## src/rtl/rbus_arb_rr.sv

```systemverilog
// rbus_arb_rr: packet-level round-robin arbiter sharing one rbus output link
// between N requesters. A grant is held for a whole packet (header length
// field + 1 words). A per-input weight allows up to that many back-to-back
// packets from one input before priority rotates.
//
// Ports:
//   clk, rst        clock, asynchronous active-low reset
//   i_stb/i_sof     per-input word strobe / start-of-frame (header word)
//   i_data          per-input 72-bit word, input k at [72*k +: 72]
//   i_rdy, i_rdyE   per-input 2-bit ready {room, accept}, identical copies
//   o_stb/o_sof     output word strobe / start-of-frame
//   o_data          output word (zero when nothing is granted)
//   o_rdy           downstream ready: bit0 word accepted, bit1 room for 16 words
//   o_rdyE          unused
//   cfg_weight      per-input consecutive-packet quota (0 behaves as 1)
//   ff_err          sticky protocol error (sof missing / sof inside body)
module rbus_arb_rr #(
  parameter int N       = 4,
  parameter int LEN_LSB = 64,
  parameter int WMAX_W  = 2
) (
  input  logic                clk,
  input  logic                rst,
  input  logic [N-1:0]        i_stb,
  input  logic [N-1:0]        i_sof,
  input  logic [72*N-1:0]     i_data,
  output logic [2*N-1:0]      i_rdy,
  output logic [2*N-1:0]      i_rdyE,
  output logic                o_stb,
  output logic                o_sof,
  output logic [71:0]         o_data,
  input  logic [1:0]          o_rdy,
  input  logic [1:0]          o_rdyE,
  input  logic [WMAX_W*N-1:0] cfg_weight,
  output logic                ff_err
);

  localparam int          IW = (N > 1) ? $clog2(N) : 1;
  localparam int unsigned NU = N;

  typedef enum logic [1:0] {S_IDLE, S_HEAD, S_BODY, S_DONE} state_t;

  state_t            state_q, state_d;
  logic [N-1:0]      gnt_q, gnt_d;
  logic [IW-1:0]     gidx_q, gidx_d;
  logic [IW-1:0]     rr_ptr_q, rr_ptr_d;
  logic [3:0]        word_cnt_q, word_cnt_d;
  logic [WMAX_W-1:0] quota_cnt_q, quota_cnt_d;
  logic              ff_err_q, ff_err_d;

  logic [71:0]       data_arr [N];
  logic [WMAX_W-1:0] wt_arr [N];
  logic [N-1:0]      req;
  logic              granted, xfer, cur_sof;
  logic [71:0]       cur_data;
  logic [3:0]        hdr_len;
  logic [WMAX_W:0]   weight_eff, quota_next;
  logic              hold_prev, found;
  logic [IW-1:0]     win_idx, sel;
  int unsigned       cand;
  logic              unused_rdye;

  assign unused_rdye = ^o_rdyE;

  always_comb begin
    for (int unsigned k = 0; k < NU; k++) begin
      data_arr[k] = i_data[k*72 +: 72];
      wt_arr[k]   = cfg_weight[k*WMAX_W +: WMAX_W];
    end
  end

  assign req      = i_stb & i_sof;
  assign granted  = |gnt_q;
  assign cur_data = data_arr[gidx_q];
  assign cur_sof  = i_sof[gidx_q];
  assign hdr_len  = cur_data[LEN_LSB +: 4];
  assign xfer     = granted & i_stb[gidx_q] & o_rdy[0];

  assign o_stb  = xfer;
  assign o_sof  = granted & cur_sof;
  assign o_data = granted ? cur_data : '0;
  assign ff_err = ff_err_q;

  always_comb begin
    for (int unsigned k = 0; k < NU; k++) begin
      i_rdy[2*k +: 2] = {gnt_q[k] & o_rdy[1], gnt_q[k] & o_rdy[0]};
    end
  end
  assign i_rdyE = i_rdy;

  // gidx_q keeps the last winner after the grant drops, so quota and
  // rotation in DONE and the keep-priority test in IDLE refer to it.
  assign weight_eff = (wt_arr[gidx_q] == '0) ? (WMAX_W+1)'(1) : {1'b0, wt_arr[gidx_q]};
  assign quota_next = {1'b0, quota_cnt_q} + (WMAX_W+1)'(1);
  // A nonzero quota means the last winner finished a packet without
  // exhausting its weight, so it may continue ahead of rr_ptr.
  assign hold_prev  = (quota_cnt_q != '0) && req[gidx_q] &&
                      ({1'b0, quota_cnt_q} < weight_eff);

  // Cyclic search for the first requester at or after rr_ptr.
  always_comb begin
    found   = 1'b0;
    win_idx = '0;
    cand    = 0;
    for (int unsigned i = 0; i < NU; i++) begin
      cand = (32'(rr_ptr_q) + i) % NU;
      if (!found && req[cand]) begin
        found   = 1'b1;
        win_idx = IW'(cand);
      end
    end
  end

  always_comb begin
    state_d     = state_q;
    gnt_d       = gnt_q;
    gidx_d      = gidx_q;
    rr_ptr_d    = rr_ptr_q;
    word_cnt_d  = word_cnt_q;
    quota_cnt_d = quota_cnt_q;
    ff_err_d    = ff_err_q;
    sel         = hold_prev ? gidx_q : win_idx;
    case (state_q)
      S_IDLE: begin
        if ((|req) && o_rdy[1]) begin
          gidx_d     = sel;
          gnt_d      = '0;
          gnt_d[sel] = 1'b1;
          if (sel != gidx_q) quota_cnt_d = '0;
          state_d    = S_HEAD;
        end
      end
      S_HEAD: begin
        if (xfer) begin
          if (!cur_sof) ff_err_d = 1'b1;
          word_cnt_d = hdr_len;
          if (hdr_len == 4'd0) begin
            gnt_d   = '0;
            state_d = S_DONE;
          end else begin
            state_d = S_BODY;
          end
        end
      end
      S_BODY: begin
        if (xfer) begin
          if (cur_sof) ff_err_d = 1'b1;
          word_cnt_d = word_cnt_q - 4'd1;
          if (word_cnt_q == 4'd1) begin
            gnt_d   = '0;
            state_d = S_DONE;
          end
        end
      end
      S_DONE: begin
        if (quota_next >= weight_eff) begin
          rr_ptr_d    = (gidx_q == IW'(N-1)) ? '0 : IW'(gidx_q + 1'b1);
          quota_cnt_d = '0;
        end else begin
          quota_cnt_d = quota_next[WMAX_W-1:0];
        end
        state_d = S_IDLE;
      end
      default: state_d = S_IDLE;
    endcase
  end

  always_ff @(posedge clk or negedge rst) begin
    if (!rst) begin
      state_q     <= S_IDLE;
      gnt_q       <= '0;
      gidx_q      <= '0;
      rr_ptr_q    <= '0;
      word_cnt_q  <= '0;
      quota_cnt_q <= '0;
      ff_err_q    <= 1'b0;
    end else begin
      state_q     <= state_d;
      gnt_q       <= gnt_d;
      gidx_q      <= gidx_d;
      rr_ptr_q    <= rr_ptr_d;
      word_cnt_q  <= word_cnt_d;
      quota_cnt_q <= quota_cnt_d;
      ff_err_q    <= ff_err_d;
    end
  end

endmodule

```

## config.mk

```make
export PLATFORM = sky130hd
export DESIGN_NAME = rbus_arb_rr
export DESIGN_NICKNAME = d
export VERILOG_FILES = /design/src/rtl/rbus_arb_rr.sv
export SDC_FILE = /design/constraint.sdc
export NUM_CORES = 1
export LEC_CHECK = 0
export CAP_MARGIN = 20
export CORE_AREA = 2 2 157 159
export DETAILED_ROUTE_END_ITERATION = 10
export DIE_AREA = 0 0 159 161
export GPL_ROUTABILITY_DRIVEN = 0
export SYNTH_ARGS = -nofsm -noshare
export SYNTH_HDL_FRONTEND = slang
export SYNTH_SLANG_ARGS = --single-unit
```

## constraint.sdc

```tcl
create_clock -name clk -period 3.4 [get_ports clk]
set_clock_uncertainty 0.2 [all_clocks]
set_input_delay 1.02 -clock clk [delete_from_list [all_inputs] [get_ports clk]]
set_output_delay 1.02 -clock clk [all_outputs]
set_load 0.01 [all_outputs]
```

==> impl_metrics.csv <==
group,metric,value,unit
timing,final_period_minus_worst_setup_slack,3.41,ns
placed_design,placement.io_buffers,398,
clock_network,clk_path_buf_depth,2,
synthesis,synth_nets,660,
synthesis,syn-instance-count,336,
floorplan,die_w,159,microns
global_routing,vias_in_the_first_global_route,4975,
critical_path,worstPathMaxFanout,1,
floorplan,pin_count,401,
worst_hold_path,hold_path.class,"flip-flop to flip-flop",
power,power.density_cell_area,702,mW/mm^2
power,vdd_ir_drop_max,0.426,mV
synthesis,synth_sequential_area_ratio,0.113,
clock_network,clock_tree.root_cell,"sky130_fd_sc_hd__clkbuf_16",
critical_path,worstPathArrival,2.19,ns
floorplan,placeableCoreArea,0.0240,sq mm
global_routing,track_usage,0.145,
timing,timing.final.max_slew_violations,0,
synthesis,postSynth.topFlopCell,"sky130_fd_sc_hd__dfrtp_1",
critical_path,worst-setup-path-type,"input pin to primary output",
power,power_report.internal_total,0.00346,W
clock_network,clock_slew_at_the_register_clock_pins_of_the_worst_setup_and_hold_paths,0.05,ns
timing,timing.fmax,293,MHz
synthesis,synth_enable_flop_cells,0,
layout,final_common_cell,"sky130_fd_sc_hd__clkdlybuf4s50_1",
critical_path,setup.worst_path.end_class,"primary output",
synthesis,cell_area_after_synthesis,0.00376,sq mm
layout,area.sequential,433,sq um
critical_path,launching_element_type_of_the_critical_path,"input pin",
layout,most-common-layout-cells,"sky130_fd_sc_hd__clkdlybuf4s50_1, sky130_fd_sc_hd__dlygate4sd2_1, sky130_fd_sc_hd__dlymetal6s2s_1",
floorplan,initial_core_util,0.157,
synthesis,yosys_register_bits,17,
power,pwr-share-comb,0.892,
timing,setup_violations,2,
power,power,0.00620,W
synthesis,synth_async_sr_flop_share,1.00,
job,drv_cap,0,
worst_hold_path,timing.hold.worst_endpoint,"ff_err",
floorplan,floorplan.rows,57,
synthesis,synthDistinctLibCells,48,
power,cellLeakagePower,4.35,nW
detailed_routing,detailroute.via_count,4578,
placed_design,dp_hpwl,17500,microns
layout,final_net_count,1085,
detailed_routing,drt_drc_violations_left,0,
detailed_routing,detail_route.wirelength,20100,microns
detailed_routing,number_of_nets_with_antenna_violations_after_detailed_routing,0,
detailed_routing,routed-wl-met2,9990,microns
timing,setup_ws,-0.00806,ns
critical_path,regToRegSetupSlack,0.34,ns
detailed_routing,first_pass_iters,4,
floorplan,fp.dieH,161,microns
global_routing,grt_start_max_net_pins,46,
clock_network,cts_buffers,3,
synthesis,yosysWarningCount,0,
power,switching_share,0.442,
detailed_routing,topRoutingLayerUsed,"met5",
timing,rsz0062_at_grt,"yes",
worst_hold_path,worstHoldPathCells,1,
layout,final.fill_count,2455,
power,p_sw,0.00274,W
floorplan,floorplan.die_area,0.0256,sq mm
global_routing,grt_pass1_wl,29000,microns
critical_path,critical_path.reg2reg.startpoint,"gidx_q[0]",
critical_path,cp.required,2.18,ns
power,power_frac_clock,0.038,
detailed_routing,dr_wl_met3,1230,microns
timing,final_hold_viol_count,0,
layout,multiInputGateArea,0.00343,sq mm
worst_hold_path,worstHoldStart,"ff_err",
detailed_routing,drtIter0Drc,129,
clock_network,clock-sinks,17,
placed_design,placed_cell_area,0.00850,sq mm
detailed_routing,met1_length,8750,microns
clock_network,cts.htree.levels,1,
outcome,failed_checks,"setup timing",
critical_path,rr_endpoint,"gnt_q[0]",
global_routing,grt-ovfl-total,0,
timing,final.period_utilization,1.00,
timing,worst_slew_margin_rel,0.480,
power,seqPwrFrac,0.070,
detailed_routing,drt-vias-per-instance,4.22,
layout,syn2layout_area_growth,135,%
layout,drive_above_1_share,0.353,
clock_network,hold_buffers,0,
layout,finalInstanceArea,0.00883,sq mm
clock_network,worst_skew_pair.late_latency,0.25,ns
synthesis,post_synth.cell_area_avg,11.2,sq um
detailed_routing,route.detailed.wl_per_inst,18.5,microns
clock_network,cts_tree,"yes",
outcome,outcome,"finished, violations left",
timing,timing_worst_slew_pin_value,0.778,ns
critical_path,worst_r2r_path_depth,9,
global_routing,antenna_found_initial,2,
## state kept, by name, summed over array words and instances (netlist names)
register,cells
gnt_q,4
gidx_q,2
state_q,2
ff_err,1
word_cnt_q,4
quota_cnt_q,2
rr_ptr_q,2
## kinds of logic (layout without fill, tap and decap cells)
group | after synthesis | after routing | share of synthesized area
and+or+nand+nor | 136 | 136 | 0.219
muxes | 86 | 86 | 0.490
buffers and inverters | 49 | 473 | 0.0609
AOI/OAI and AO/OA | 34 | 34 | 0.0683
DFF | 17 | 17 | 0.113
adders and majority gates | 14 | 14 | 0.0486
other | 0 | 1 | 0
## per-stage QoR
step / setup TNS [ns] / std cells / hold slack [ns] / util / setup WS [ns]
after floorplan: 0 / 336 / 0.289 / - / 0.0912
after global placement: -33.40 / 1076 / 0.251 / 0.355 / -0.557
after detailed placement: -33.54 / 1076 / 0.254 / 0.355 / -0.556
after CTS: 0 / 1082 / 0.272 / 0.348 / 0.000117
after global routing: -0.262 / 1085 / 0.290 / 0.369 / -0.0228
final: -0.00808 / 1085 / 0.266 / 0.369 / -0.00806
## worst max path at each step
stage | cells past startpoint | from | slack, ns | endpoint
CTS | 4 | i_data[220] | 0.0001 | o_data[4]
detailed placement | 5 | i_data[221] | -0.56 | o_data[5]
floorplan | 12 | gidx_q[1] | 0.09 | quota_cnt_q[0]
global route | 4 | i_data[163] | -0.02 | o_data[19]
global placement | 5 | i_data[221] | -0.56 | o_data[5]
finish | 4 | i_data[234] | -0.008 | o_data[18]
## per-layer routing
metal  global-route usage  vias to the layer above
met5                    0                        -
met4               0.0190                        2
met3               0.0288                       10
met2                0.251                      200
met1                0.193                     2216
li1                     -                     2150
## cell type report
type                       count  share of cell area
tap                          324              0.0459
inverter                      12             0.00510
timing repair buffer         457               0.503
multi-input combinational    270               0.388
antenna                        1            0.000283
clock buffer                   4             0.00892
sequential                    17              0.0490
## power by group through the flow
stage	combinational, W	clock, W	sequential [W]
after global routing	0.00592	0.000251	0.000453
after detailed placement	0.00527	0	0.000483
after floorplan	0.00261	0	0.000361
after global placement	0.00526	0	0.000478
final	0.00553	0.000236	0.000434
after CTS	0.00508	0.000240	0.000481
## worst max-delay path, cell delays in order
cell                              delay (ns)
sky130_fd_sc_hd__clkdlybuf4s50_1        0.41
sky130_fd_sc_hd__mux4_2                 0.46
sky130_fd_sc_hd__nor2b_1                0.15
sky130_fd_sc_hd__buf_2                  0.16
## cell usage after synthesis (3+ instances only)
library cell	instances	share of area
sky130_fd_sc_hd__buf_2	6	0.0080
sky130_fd_sc_hd__and3b_1	6	0.014
sky130_fd_sc_hd__mux4_1	3	0.021
sky130_fd_sc_hd__a32o_1	3	0.0080
sky130_fd_sc_hd__buf_1	3	0.0030
sky130_fd_sc_hd__nand2_1	12	0.012
sky130_fd_sc_hd__and2_1	10	0.017
sky130_fd_sc_hd__o21ai_0	7	0.0093
sky130_fd_sc_hd__nand3_1	4	0.0053
sky130_fd_sc_hd__mux2i_1	4	0.011
sky130_fd_sc_hd__a21oi_1	6	0.0080
sky130_fd_sc_hd__ha_1	13	0.043
sky130_fd_sc_hd__dfrtp_1	17	0.11
sky130_fd_sc_hd__nor2_1	8	0.0080
sky130_fd_sc_hd__inv_1	12	0.012
sky130_fd_sc_hd__and3_1	6	0.010
sky130_fd_sc_hd__nand2b_1	5	0.0083
sky130_fd_sc_hd__buf_4	8	0.016
sky130_fd_sc_hd__nor2b_1	73	0.12
sky130_fd_sc_hd__clkbuf_1	19	0.019
sky130_fd_sc_hd__mux4_2	74	0.44
sky130_fd_sc_hd__mux2_1	4	0.012
## repair_timing
action                                  4_1_cts  5_1_grt
gates resized for setup                     475      139
endpoints found under the setup margin       96       64
endpoints found under the hold margin         0        0
setup buffers                                 6        3
pin swaps                                     4        1
Power figures use the tool's default switching activity.
